**src/rtl/regfile_pkg.sv**
```systemverilog
// Shared sizing and types for the register file, its interface bundle and its users.
package regfile_pkg;

  localparam int DATA_WIDTH = 32;
  localparam int ADDR_WIDTH = 5;
  // DEPTH follows the address width so every address is a real register.
  localparam int DEPTH      = 2 ** ADDR_WIDTH;

  typedef logic [DATA_WIDTH-1:0] word_t;
  typedef logic [ADDR_WIDTH-1:0] addr_t;

endpackage

```
**src/rtl/regfile_if.sv**
```systemverilog
// Signal bundle for one write port and one asynchronous read port of the register file.
interface regfile_if;
  import regfile_pkg::*;

  // Write: write_en qualifies write_addr/write_data on the rising clock edge; there is
  // no ready/backpressure, so a strobed write always lands one edge later.
  logic  write_en;
  addr_t write_addr;
  word_t write_data;
  addr_t read_addr;
  word_t read_data;

  modport dut (
    input  write_en,
    input  write_addr,
    input  write_data,
    input  read_addr,
    output read_data
  );

  modport tb (
    output write_en,
    output write_addr,
    output write_data,
    output read_addr,
    input  read_data
  );

endinterface

```
**src/rtl/regfile_sync_rst.sv**
```systemverilog
// Register file with synchronous active-low clear, one write port and a combinational read.
module regfile_sync_rst
  import regfile_pkg::*;
(
  input  logic   clk,
  input  logic   rst_n,
  regfile_if.dut intf
);

  word_t mem [DEPTH];

  // Reset wins over a same-edge write; address 0 is an ordinary register.
  always_ff @(posedge clk) begin
    if (!rst_n) begin
      for (int i = 0; i < DEPTH; i++) begin
        mem[i] <= '0;
      end
    end else if (intf.write_en) begin
      mem[intf.write_addr] <= intf.write_data;
    end
  end

  // No write bypass: a same-address read shows the old word until the write edge.
  assign intf.read_data = mem[intf.read_addr];

  a_write_en_known : assert property (@(posedge clk) rst_n |-> !$isunknown(intf.write_en));

endmodule

```
**src/flat_wrapper.sv**
```systemverilog
// flat-port wrapper written by rule: the top's interface ports become plain ports
module regfile_sync_rst_flat import regfile_pkg::*;
  (clk, rst_n, intf_write_en, intf_write_addr, intf_write_data, intf_read_addr, intf_read_data);
  regfile_if intf_i ();
  input  logic clk;
  input  logic rst_n;
  input wire logic [$bits(intf_i.write_en)-1:0] intf_write_en;
  input wire logic [$bits(intf_i.write_addr)-1:0] intf_write_addr;
  input wire logic [$bits(intf_i.write_data)-1:0] intf_write_data;
  input wire logic [$bits(intf_i.read_addr)-1:0] intf_read_addr;
  output wire logic [$bits(intf_i.read_data)-1:0] intf_read_data;
  assign intf_i.write_en = intf_write_en;
  assign intf_i.write_addr = intf_write_addr;
  assign intf_i.write_data = intf_write_data;
  assign intf_i.read_addr = intf_read_addr;
  assign intf_read_data = intf_i.read_data;
  regfile_sync_rst u_core (.clk(clk), .rst_n(rst_n), .intf(intf_i));
endmodule
```
**config.mk**
```make
export PLATFORM = sky130hd
export DESIGN_NAME = regfile_sync_rst_flat
export DESIGN_NICKNAME = d
export VERILOG_FILES = /design/src/rtl/regfile_pkg.sv /design/src/rtl/regfile_if.sv /design/src/rtl/regfile_sync_rst.sv /design/src/flat_wrapper.sv
export SDC_FILE = /design/constraint.sdc
export NUM_CORES = 1
export LEC_CHECK = 0
export CAP_MARGIN = 10
export CORE_ASPECT_RATIO = 0.8
export CORE_MARGIN = 4
export CORE_UTILIZATION = 40
export CTS_CLUSTER_DIAMETER = 150
export CTS_CLUSTER_SIZE = 40
export DETAILED_ROUTE_END_ITERATION = 12
export PLACE_DENSITY_LB_ADDON = 0.12
export SETUP_SLACK_MARGIN = 0.4
export SLEW_MARGIN = 20
export SYNTH_ARGS = -nofsm -noshare
export SYNTH_HDL_FRONTEND = slang
export SYNTH_SLANG_ARGS = --single-unit
```
**constraint.sdc**
```tcl
create_clock -name clk -period 5.3 [get_ports clk]
set_input_delay 1.06 -clock clk [delete_from_list [all_inputs] [get_ports clk]]
set_output_delay 1.06 -clock clk [all_outputs]
set_load 0.03 [all_outputs]
```
### Word level (Yosys, flattened, before mapping)

Memories as Yosys holds them, arrays and structs flattened.
Cells that the tools add are included.

* word-level logic and storage cells: 9
* register bits after elaboration: 0
* memory bits (writable): 1024
* memories kept: 1
* output and inout port bits: 32
* input port bits: 45

* multiplexer cells: 7
* reduce and logical (&&, ||, !) cells: 1

Memory list
* u_core.mem: depth 32, bits a word 32, rd ports 1, clocked after memory_dff 0, wr ports 32, line regfile_sync_rst.sv:10 `word_t mem [DEPTH];`

Operators with widths (count)
* 2-to-1 mux 32 bit: 1
* OR reduction 32 bit: 1
* 2-to-1 mux 1 bit: 5
* 2-to-1 mux 5 bit: 1

### Logic depth before layout (Yosys ltp)

* depth after elaboration: 5
* depth in mapped cells: 8

### Worst setup path after synthesis

Ideal clock, no wire load.

* path kind: input -> register
* start: in intf_write_addr[1]
* end: mem u_core.mem[24][0] in the netlist's numbering, enable pin
* arrival time: 4.027 ns
* path slack: 0.808 ns
* buffers on the path: 2
* cell stages on the path: 4
* data required time: 4.834 ns
* library setup time: 0.466 ns
* path through: or3_1 > buf_2 > buf_4 > o21ai_0

RTL lines
* from (decl): line flat_wrapper.sv:8 `input wire logic [$bits(intf_i.write_addr)-1:0] intf_write_addr;`
* to (decl): line regfile_sync_rst.sv:10

### Final worst setup path

* start: in intf_read_addr[2]
* end: out intf_read_data[24]

* word-level cells in the longest chain between the ends: 1

Ends and longest elaborated chain
* from (decl): line flat_wrapper.sv:10 `input wire logic [$bits(intf_i.read_addr)-1:0] intf_read_addr;`
* memory read (32 x 32 bit)
* to (decl): line flat_wrapper.sv:11 `output wire logic [$bits(intf_i.read_data)-1:0] intf_read_data;`

No other way between the ends.

==> flow_summary.rst <==
.. list-table::
   :header-rows: 1

   * - Metric
     - Value
   * - Number of register bits inferred by synthesis
     - 1024
   * - Synthesized area per cell
     - 13.5 µm²
   * - Deepest level of the CTS H-tree
     - 1
   * - Result of the run
     - finished, final reports clean
   * - Final global-route overflow total
     - 0
   * - Vias in the first global route
     - 27200
   * - Cell types with the highest counts after synthesis
     - sky130_fd_sc_hd__and2_1, sky130_fd_sc_hd__edfxtp_1, sky130_fd_sc_hd__mux2i_1
   * - Library cell contributing the largest single delay on the critical path
     - sky130_fd_sc_hd__clkdlybuf4s50_1
   * - Crit path max fanout
     - 47
   * - Post-synth top area cell
     - sky130_fd_sc_hd__edfxtp_1
   * - IO Port Bufs
     - 76
   * - Type of the worst setup path
     - in2out
   * - Number of top-level design ports
     - 77
   * - Die area
     - 123000 µm²
   * - Buffer depth of the longest clock path
     - 3
   * - Distinct cells, synth
     - 26
   * - Max_cap viols
     - 0
   * - Root Driver
     - sky130_fd_sc_hd__clkbuf_16
   * - Total Power Consumption
     - 14.4 mW
   * - Total of hold buffers inserted after clock tree synthesis
     - 0
   * - Largest registers
     - u_core.mem x1024
   * - Final number of max-transition violations
     - 0
   * - Time the worst path needs with I/O delays and setup
     - 4.76 ns
   * - Mapped Cells
     - 3488
   * - Number of flip-flops in the largest register
     - 1024
   * - Count of flip-flops with a built-in enable after synthesis
     - 1024
   * - CTS tree
     - yes
   * - Unrepaired setup endpoints after global routing
     - false
   * - Clock Sinks
     - 1024
   * - Iteration-0 DRC Markers
     - 2334
   * - Crit path top cell by count
     - sky130_fd_sc_hd__clkdlybuf4s50_1
   * - Top-area cell type share of the netlist area
     - 0.654
   * - Placement-stage worst setup slack
     - 0.428 ns
   * - Estimated wirelength of the detail-placed design
     - 84.1 mm
   * - Number of antenna violations at the first check in global routing
     - 3
   * - Bufs and invs on worst path
     - 4
   * - Cell area after synthesis
     - 47000 µm²
   * - Crit path largest cell delay
     - 0.64 ns
   * - Count of unresolved DRC violations after routing
     - 0
   * - Setup tns final
     - 0 ns
   * - Post-DR wirelength/cell
     - 26.9 µm
   * - Post-DR vias/cell
     - 5.48
   * - Die outline width
     - 391 µm
   * - Placement Rows
     - 112
   * - Standby leakage power
     - 18.6 nW
   * - Number of buffers created by CTS
     - 29
   * - Reg with most FFs
     - u_core.mem
   * - Count of nets left with antenna violations after detail routing
     - 0
   * - Worst slack on hold paths
     - 1.06 ns
   * - HP Class
     - in2reg
   * - Fraction of layout instances using a drive strength above 1
     - 0.0802
   * - Worst endpoint data arrival time
     - 3.70 ns
   * - Clock transition at path regs
     - 0.15 ns
   * - Total power density per cell area
     - 282 nW/µm²
   * - Setup slack after layout
     - 0.538 ns
   * - Actual slew at the worst max-slew pin
     - 1.16 ns
   * - Syn nets
     - 3533
   * - Multi-input logic area
     - 15400 µm²
   * - Placeable core area
     - 117000 µm²
   * - Worst-path cell chain
     - clkdlybuf4s50_1 -> nor2b_4 -> buf_12 -> buf_4 -> a22oi_1 -> a31oi_1 -> nand3_1 -> clkdlybuf4s50_1
   * - Share of the clock period used by the worst path
     - 0.898
   * - Final setup viols
     - 0
   * - Placer's final routability congestion estimate
     - 0.849
   * - Maximum achievable frequency
     - 210 MHz
   * - Kind of cell with the highest combined delay on the critical path
     - buffers and inverters
   * - Count of warnings emitted by yosys
     - 0
   * - Async set-or-reset flop fraction in the synthesized netlist
     - 0
   * - Worst max-slew margin expressed relative to the limit
     - 0.225
   * - First-pass GRT wire length
     - 193 mm
   * - Kind of start point of the critical path
     - input port
   * - Number of vias after detailed routing
     - 27100
   * - Worst Setup End Kind
     - output pin
   * - Critical Path RT
     - 4.24 ns
   * - Fillers
     - 10400
   * - Area growth from synthesis to final layout
     - 8.67%
   * - Maximum number of pins on one net before global-route repair
     - 91
   * - Sequential share of the synthesized area
     - 0.654
   * - Number of search-and-repair iterations in the first detailed-routing pass
     - 5
   * - Most instantiated library cell after synthesis
     - sky130_fd_sc_hd__and2_1
   * - Area used by sequential logic in the layout
     - 30700 µm²
   * - Final net count
     - 3449
   * - Number of failing hold endpoints at the final stage
     - 0
   * - Initial cell density of the core
     - 0.403
   * - Leading register cell type out of synthesis
     - sky130_fd_sc_hd__edfxtp_1
   * - Global router's overall resource usage
     - 0.212
   * - Routed Wire Length
     - 133 mm
   * - Peak supply drop
     - 0.248 mV
   * - Height of the die
     - 315 µm
   * - Cells taking the most area after synthesis
     - sky130_fd_sc_hd__edfxtp_1, sky130_fd_sc_hd__and2_1, sky130_fd_sc_hd__mux2i_1
[repair_timing]
action / 4_1_cts / 5_1_grt
gates resized for setup: 0 / 0
endpoints found under the setup margin: 0 / 4
buffers inserted: 0 / 4
[layout by cell type (no fill, tap or decap), types with 32 or more instances in the layout]
cell type / n
sky130_fd_sc_hd__buf_12: 49
sky130_fd_sc_hd__o21ai_4: 32
sky130_fd_sc_hd__a22oi_1: 96
sky130_fd_sc_hd__buf_4: 115
sky130_fd_sc_hd__and2_1: 1024
sky130_fd_sc_hd__a31oi_1: 32
sky130_fd_sc_hd__mux2i_1: 512
sky130_fd_sc_hd__nor2_2: 32
sky130_fd_sc_hd__a21oi_1: 96
sky130_fd_sc_hd__nor3_1: 32
sky130_fd_sc_hd__nand2_1: 100
sky130_fd_sc_hd__nand3_1: 97
sky130_fd_sc_hd__clkdlybuf4s50_1: 41
sky130_fd_sc_hd__edfxtp_1: 1024
sky130_fd_sc_hd__a22o_1: 64
[final cells by class]
| class | count | area share |
|---|---|---|
| Tap cell | 1539 | 0.0377 |
| Clock inverter | 1 | 0.000318 |
| Antenna cell | 3 | 0.000147 |
| Sequential cell | 1024 | 0.602 |
| Clock buffer | 29 | 0.0142 |
| Multi-Input combinational cell | 2135 | 0.301 |
| Timing Repair Buffer | 214 | 0.0452 |
[power by group]
group	total (mW)	leakage [nW]	switching [mW]	internal, mW
clock network	3.34	0.365	2.33	1.00
logic	1.64	8.47	1.09	0.549
registers	9.43	9.74	0.112	9.32
[worst paths after layout]
path | from | end | cells past startpoint
worst max-delay path | intf_read_addr[2] | intf_read_data[24] | 8
worst min-delay path | intf_write_data[29] | u_core.mem[2][29]$_SDFFCE_PN0P_ | 2
[through the flow]
stage,instance area (µm²),utilization,instances
2_1_floorplan,47000,-,3488
3_3_place_gp,50300,0.431,4908
3_5_place_dp,50300,0.431,4908
4_1_cts,51100,0.437,4938
5_1_grt,51100,0.438,4942
6_report,51100,0.438,4945
[cells by family (layout without fill, tap and decap cells)]
kind of cell	Yosys count	after routing	share of synthesized area
flops	1024	1024	0.654
simple gates	1303	1303	0.163
buf+inv	329	244	0.0292
other cells	0	3	0
compound gates	320	320	0.0451
mux	512	512	0.109
[routing by layer]
metal / global-route usage / wire length [µm] / vias up
met4: 0.0335 / 2250 / 0
met2: 0.357 / 64600 / 707
met5: 0 / 0 / -
met1: 0.309 / 60600 / 14100
li1: - / - / 12200
met3: 0.0158 / 5750 / 111
No activity file was read; power rests on OpenSTA's default activity.
